===== config.mk =====
export PLATFORM = sky130hd
export DESIGN_NAME = rt_ibex_pcs_restore_seq
export DESIGN_NICKNAME = d
export VERILOG_FILES = /design/src/rtl/rt_ibex_pcs_restore_seq.sv
export SDC_FILE = /design/constraint.sdc
export NUM_CORES = 1
export LEC_CHECK = 0
export CORE_ASPECT_RATIO = 1.2
export CORE_UTILIZATION = 30
export DETAILED_ROUTE_END_ITERATION = 16
export MAX_ROUTING_LAYER = met4
export PLACE_DENSITY = 0.58
export RECOVER_POWER = 25
export SYNTH_ARGS = -nofsm -noshare
export SYNTH_HDL_FRONTEND = slang
export SYNTH_SLANG_ARGS = --single-unit
export TNS_END_PERCENT = 1

===== constraint.sdc =====
create_clock -name clk_i -period 3.94 [get_ports clk_i]
set_input_delay 1.182 -clock clk_i [delete_from_list [all_inputs] [get_ports clk_i]]
set_output_delay 1.182 -clock clk_i [all_outputs]
set_load 0.02 [all_outputs]

===== src/rtl/rt_ibex_pcs_restore_seq.sv =====
// PCS restore sequencer: latches a saved-register context and replays it into
// the core register file one slot per granted cycle, stalling the core meanwhile.
module rt_ibex_pcs_restore_seq #(
    parameter int unsigned                    NrSavedRegs = 9,
    parameter int unsigned                    DataWidth   = 32,
    parameter logic [NrSavedRegs-1:0][4:0]    RegMap      = {5'd14, 5'd13, 5'd12, 5'd11, 5'd10,
                                                              5'd7,  5'd6,  5'd5,  5'd1}
) (
    input  logic                                    clk_i,
    input  logic                                    rst_ni,
    input  logic                                    restore_en_i,
    input  logic [NrSavedRegs-1:0][DataWidth-1:0]   restore_data_i,
    output logic                                    rf_we_o,
    output logic [4:0]                              rf_waddr_o,
    output logic [DataWidth-1:0]                    rf_wdata_o,
    input  logic                                    rf_gnt_i,
    output logic                                    stall_o,
    output logic                                    irq_hold_o,
    output logic                                    done_o,
    output logic                                    err_o
);

    // state  | meaning
    // IDLE   | waiting for a restore pulse
    // WRITE  | replaying slot cnt_q into the register file
    // DONE   | one-cycle completion pulse, core still stalled
    typedef enum logic [1:0] {
        StIdle  = 2'd0,
        StWrite = 2'd1,
        StDone  = 2'd2
    } state_e;

    localparam int unsigned     CntW     = (NrSavedRegs > 1) ? $clog2(NrSavedRegs) : 1;
    localparam logic [CntW-1:0] LastSlot = CntW'(NrSavedRegs - 1);

    state_e                                 state_q, state_d;
    logic [CntW-1:0]                        cnt_q, cnt_d;
    logic [NrSavedRegs-1:0][DataWidth-1:0]  buf_q, buf_d;
    logic                                   err_q, err_d;

    logic [4:0] slot_addr;
    logic       slot_live;

    assign slot_addr = RegMap[cnt_q];
    assign slot_live = (slot_addr != 5'd0);

    always_ff @(posedge clk_i or negedge rst_ni) begin
        if (!rst_ni) begin
            state_q <= StIdle;
            cnt_q   <= '0;
            buf_q   <= '0;
            err_q   <= 1'b0;
        end else begin
            state_q <= state_d;
            cnt_q   <= cnt_d;
            buf_q   <= buf_d;
            err_q   <= err_d;
        end
    end

    always_comb begin
        state_d = state_q;
        cnt_d   = cnt_q;
        buf_d   = buf_q;
        err_d   = err_q;
        case (state_q)
            StIdle: begin
                if (restore_en_i) begin
                    buf_d   = restore_data_i;
                    cnt_d   = '0;
                    state_d = StWrite;
                end
            end
            StWrite: begin
                // x0 slots are consumed without a write; live slots wait for grant
                if (!slot_live || rf_gnt_i) begin
                    if (cnt_q == LastSlot) begin
                        state_d = StDone;
                    end else begin
                        cnt_d = cnt_q + CntW'(1);
                    end
                end
            end
            StDone: begin
                state_d = StIdle;
            end
            default: begin
                state_d = StIdle;
            end
        endcase
        if (restore_en_i && (state_q != StIdle)) begin
            err_d = 1'b1;
        end
    end

    always_comb begin
        rf_we_o    = 1'b0;
        rf_waddr_o = 5'd0;
        rf_wdata_o = '0;
        stall_o    = (state_q != StIdle);
        irq_hold_o = (state_q != StIdle);
        done_o     = (state_q == StDone);
        err_o      = err_q;
        if ((state_q == StWrite) && slot_live) begin
            rf_we_o    = 1'b1;
            rf_waddr_o = slot_addr;
            rf_wdata_o = buf_q[cnt_q];
        end
    end

endmodule

==> results.txt <==
The tools report the initial antenna violation count as 7. The overall routing resource usage was 0.2054; the maximum clock frequency was 257.4 MHz. Detailed routing inserted a total of 11.65k vias. The power per unit of standard cell area is 814.6 nW/um^2. Counting along the longest clock path gives a buffer depth of 3. Counting flops with a built-in enable in the synthesized netlist gives 0.

Detailed placement finished with a half-perimeter wire length of 33380 um. The fraction of the yosys area taken by sequential cells is 0.5340. The number of setup buffers added after CTS was 0; the clock transition at the register clock pins on the worst setup and hold paths after CTS was 0.05 ns. The worst setup path is captured at an output pin. The critical path goes through ha_1, nor4b_4, a21o_1, or3_4, o22ai_1, clkdlybuf4s15_1. Start-to-end type of the worst setup path: reg2out. The tools report the data required time at the worst endpoint as 2.76 ns.

Number of warnings printed during yosys synthesis: 0. The most instantiated library cell after synthesis was nand2_1. Before antenna repair, the detailed router went through 5 iterations. For the pin with the worst max-slew slack, the measured transition is 2.009 ns.

The area of the multi-input gates was 5862 sq um; the number of nets in the layout was 2164. The post-layout minimum cycle time is 3.884 ns. Setup repair after global routing could not meet its margin everywhere.

The register bit total from synthesis was 295. Buffer and inverter count on the worst path: 1. Among all stages on the critical path, the largest delay is contributed by dfrtp_4. The number of top-level pins came out at 334. The logs give 0 for the remaining global-route overflow and 0.01036 ns for the worst-case clock skew. After detailed routing, the number of vias per cell comes to 4.645. The flow ran to the end, but the final reports show violations. The run gives 46560 um as the wire length reported by the detailed router.

The number of buffers added by the clock tree synthesis step was 36; the number of H-tree levels was 2. The post-synthesis net count is 1867, and the layout filler cell count is 4540. Setup violations remaining at the end of the flow were counted as 0. The number of library cell types mapped by synthesis came out at 45.

Adding up every negative setup slack in the final design gives 0 ns. For the worst setup path, the data arrival time is 2.70 ns. The die covers 46940 sq um. A synthesized cell averages 8.805 sq um. Entering global routing, the biggest net connects 115 pins.

Library cell with the largest summed area after synthesis: dfrtp_1. The final routed DRC violation total was 0. From left edge to right edge, the die measures 198.0 um.

Leakage power: 9.216 nW. The detailed router finished its first iteration with 628 violations. The fraction of post-synthesis cell area in the top cell type by area was 0.5340; the maximum fanout count along the critical path was 10. Area used by sequential logic in the layout: 7395 sq um. The peak ir drop on the vdd network was 0.0002960 V; the largest incremental delay on the critical path was 0.53 ns. The tools report the latest clock arrival within the worst-skew pair as 0.53 ns. The run gives 0.3058 as the initial cell density of the core. The run gives 72 as the number of pins exceeding their max-slew limit in the final report. The tightest min-delay check is of the reg2reg type.

The tools report the number of global-route vias before repair as 12.13k. Clock tree synthesis found a total of 295 sinks. The cell at the root of the clock tree is clkbuf_16. Max-capacitance violation count: 1. TritonCTS built the clock tree. The checks that failed: max-capacitance violations, max-slew violations. Ranked by total cell area, the synthesized netlist is headed by dfrtp_1 (53%), nand2_1 (24%), mux4_2 (5.1%), mux2i_1 (3.1%), mux2_2 (2.0%). The share of async-settable or async-resettable flops after synthesis was 1.000; the number of cells in the design after placement was 2437.

The synthesized instance count is 1570, and the final count of hold timing violations is 0. Once layout is complete, the cells apart from fillers number 2507. Row generation in the floorplan step produced 85 rows.

The relative slew slack is -0.3395. Port buffering added 332 buffers. The family with the most delay on the worst path is simple AND/OR/NAND/NOR gates. Routability-driven placement finished with a final weighted congestion of 0.8620. The final cycle utilization of the critical path was 0.9859; the first-pass GRT wire length was 70860 um. The type of origin of the critical path is a flip-flop. The tools report the post-detailed-route count of antenna-violating nets as 0.

Share of post-route cells with drive strength above 1: 0.09831. The area added between synthesis and finish is 36.96%, and the placeable core area is 45200 sq um. The post-synthesis cell area was 13820 sq um. From bottom edge to top edge, the die measures 237.1 um.

In the synthesized netlist the dominant register cell turns out to be dfrtp_1. Ranked by instance count, the synthesized netlist is headed by nand2_1 (880), dfrtp_1 (295), buf_2 (51), o21ai_0 (51), clkbuf_1 (44). The mean routed wirelength per cell came out at 18.57 um.
[routing by layer]
layer,track usage,share of wire,vias up
met4,0.06671,0.027,0
met1,0.2749,0.45,5638
met5,-,0,-
li1,-,-,5618
met2,0.3202,0.47,326
met3,0.02923,0.051,63
[power breakdown]
group          switching [mW]  internal [mW]  leakage, nW
combinational            3.96           2.82         4.93
clock                    1.33           2.10        0.588
sequential              0.813           4.40         3.70
total                    6.11           9.32         9.22
[cell type report]
class / count / area share
diodes: 6 / 0.0007931
clock buffers: 50 / 0.05466
clock inverters: 13 / 0.009319
inverters: 25 / 0.004957
multi-input cells: 1144 / 0.3096
flip-flops and latches: 295 / 0.3906
well taps: 609 / 0.04025
repair buffers: 365 / 0.1898
[path summary, 6_finish.rpt]
kind                       slack, ns                 start  cells after the start                endpoint
setup / recovery                0.06  cnt_q[2]$_DFFE_PN0P_                      6          rf_wdata_o[17]
hold / removal                  0.45     err_o$_DFFE_PN0P_                      1       err_o$_DFFE_PN0P_
setup reg to reg                1.76  cnt_q[1]$_DFFE_PN0P_                      7    cnt_q[0]$_DFFE_PN0P_
hold reg to reg                 0.45     err_o$_DFFE_PN0P_                      1       err_o$_DFFE_PN0P_
max in group asynchronous       0.77                rst_ni                      2  buf_q[209]$_DFFE_PN0P_
min in group asynchronous       1.22                rst_ni                      1  buf_q[176]$_DFFE_PN0P_
[placed cells by master, fill, tap and decap left out, types with 8 or more instances in the layout]
cell             Yosys  final
clkbuf_16            0     37
nand2_1            880    879
clkdlybuf4s50_1      0    296
buf_12               0     11
buf_4                4     22
dfrtp_1            295    291
mux4_2              31     31
nor2_1               8      8
mux2i_1             43     43
inv_1               25     25
clkbuf_2             1     22
o21ai_0             51     51
o211a_1             11     11
o2bb2ai_1           20     20
mux2_2              24     24
clkbuf_1            44      8
o22ai_1             31     31
[logic make-up (layout without fill, tap and decap cells)]
logic type | after synthesis | after routing | share of synthesized area
buffers and inverters | 132 | 453 | 0.04489
flip-flops | 295 | 295 | 0.5340
adder cells (fa/ha/maj) | 5 | 5 | 0.004526
AO/OA/AOI/OAI | 129 | 129 | 0.06182
other | 1 | 7 | 0.0002713
multiplexers | 98 | 98 | 0.1012
AND/OR/NAND/NOR | 910 | 911 | 0.2533
[stage by stage]
stage / power, mW / hold slack (ns) / utilization / setup slack (ns) / cell area, sq um
detailed placement: 12.33 / 0.4438 / 0.3940 / 0.1016 / 17810
floorplan: 9.389 / 0.4381 / - / 0.3917 / 13820
CTS: 15.71 / 0.4561 / 0.4213 / 0.0006373 / 19040
finish: 15.42 / 0.4522 / 0.4189 / 0.05573 / 18930
global route: 16.49 / 0.4709 / 0.4189 / -0.06195 / 18930
global placement: 12.22 / 0.4419 / 0.3940 / 0.1466 / 17810
[sequential cells by signal, indices dropped and copies added, names as in the netlist]
register	flops
cnt_q	4
err_o	1
buf_q	288
state_q	2
[what timing repair did]
action	CTS	global route
hold buffers	0	0
cloned	1	0
pin swaps	3	0
setup endpoints to repair	30	28
resized for setup	60	27
Power figures use the tool's default switching activity.
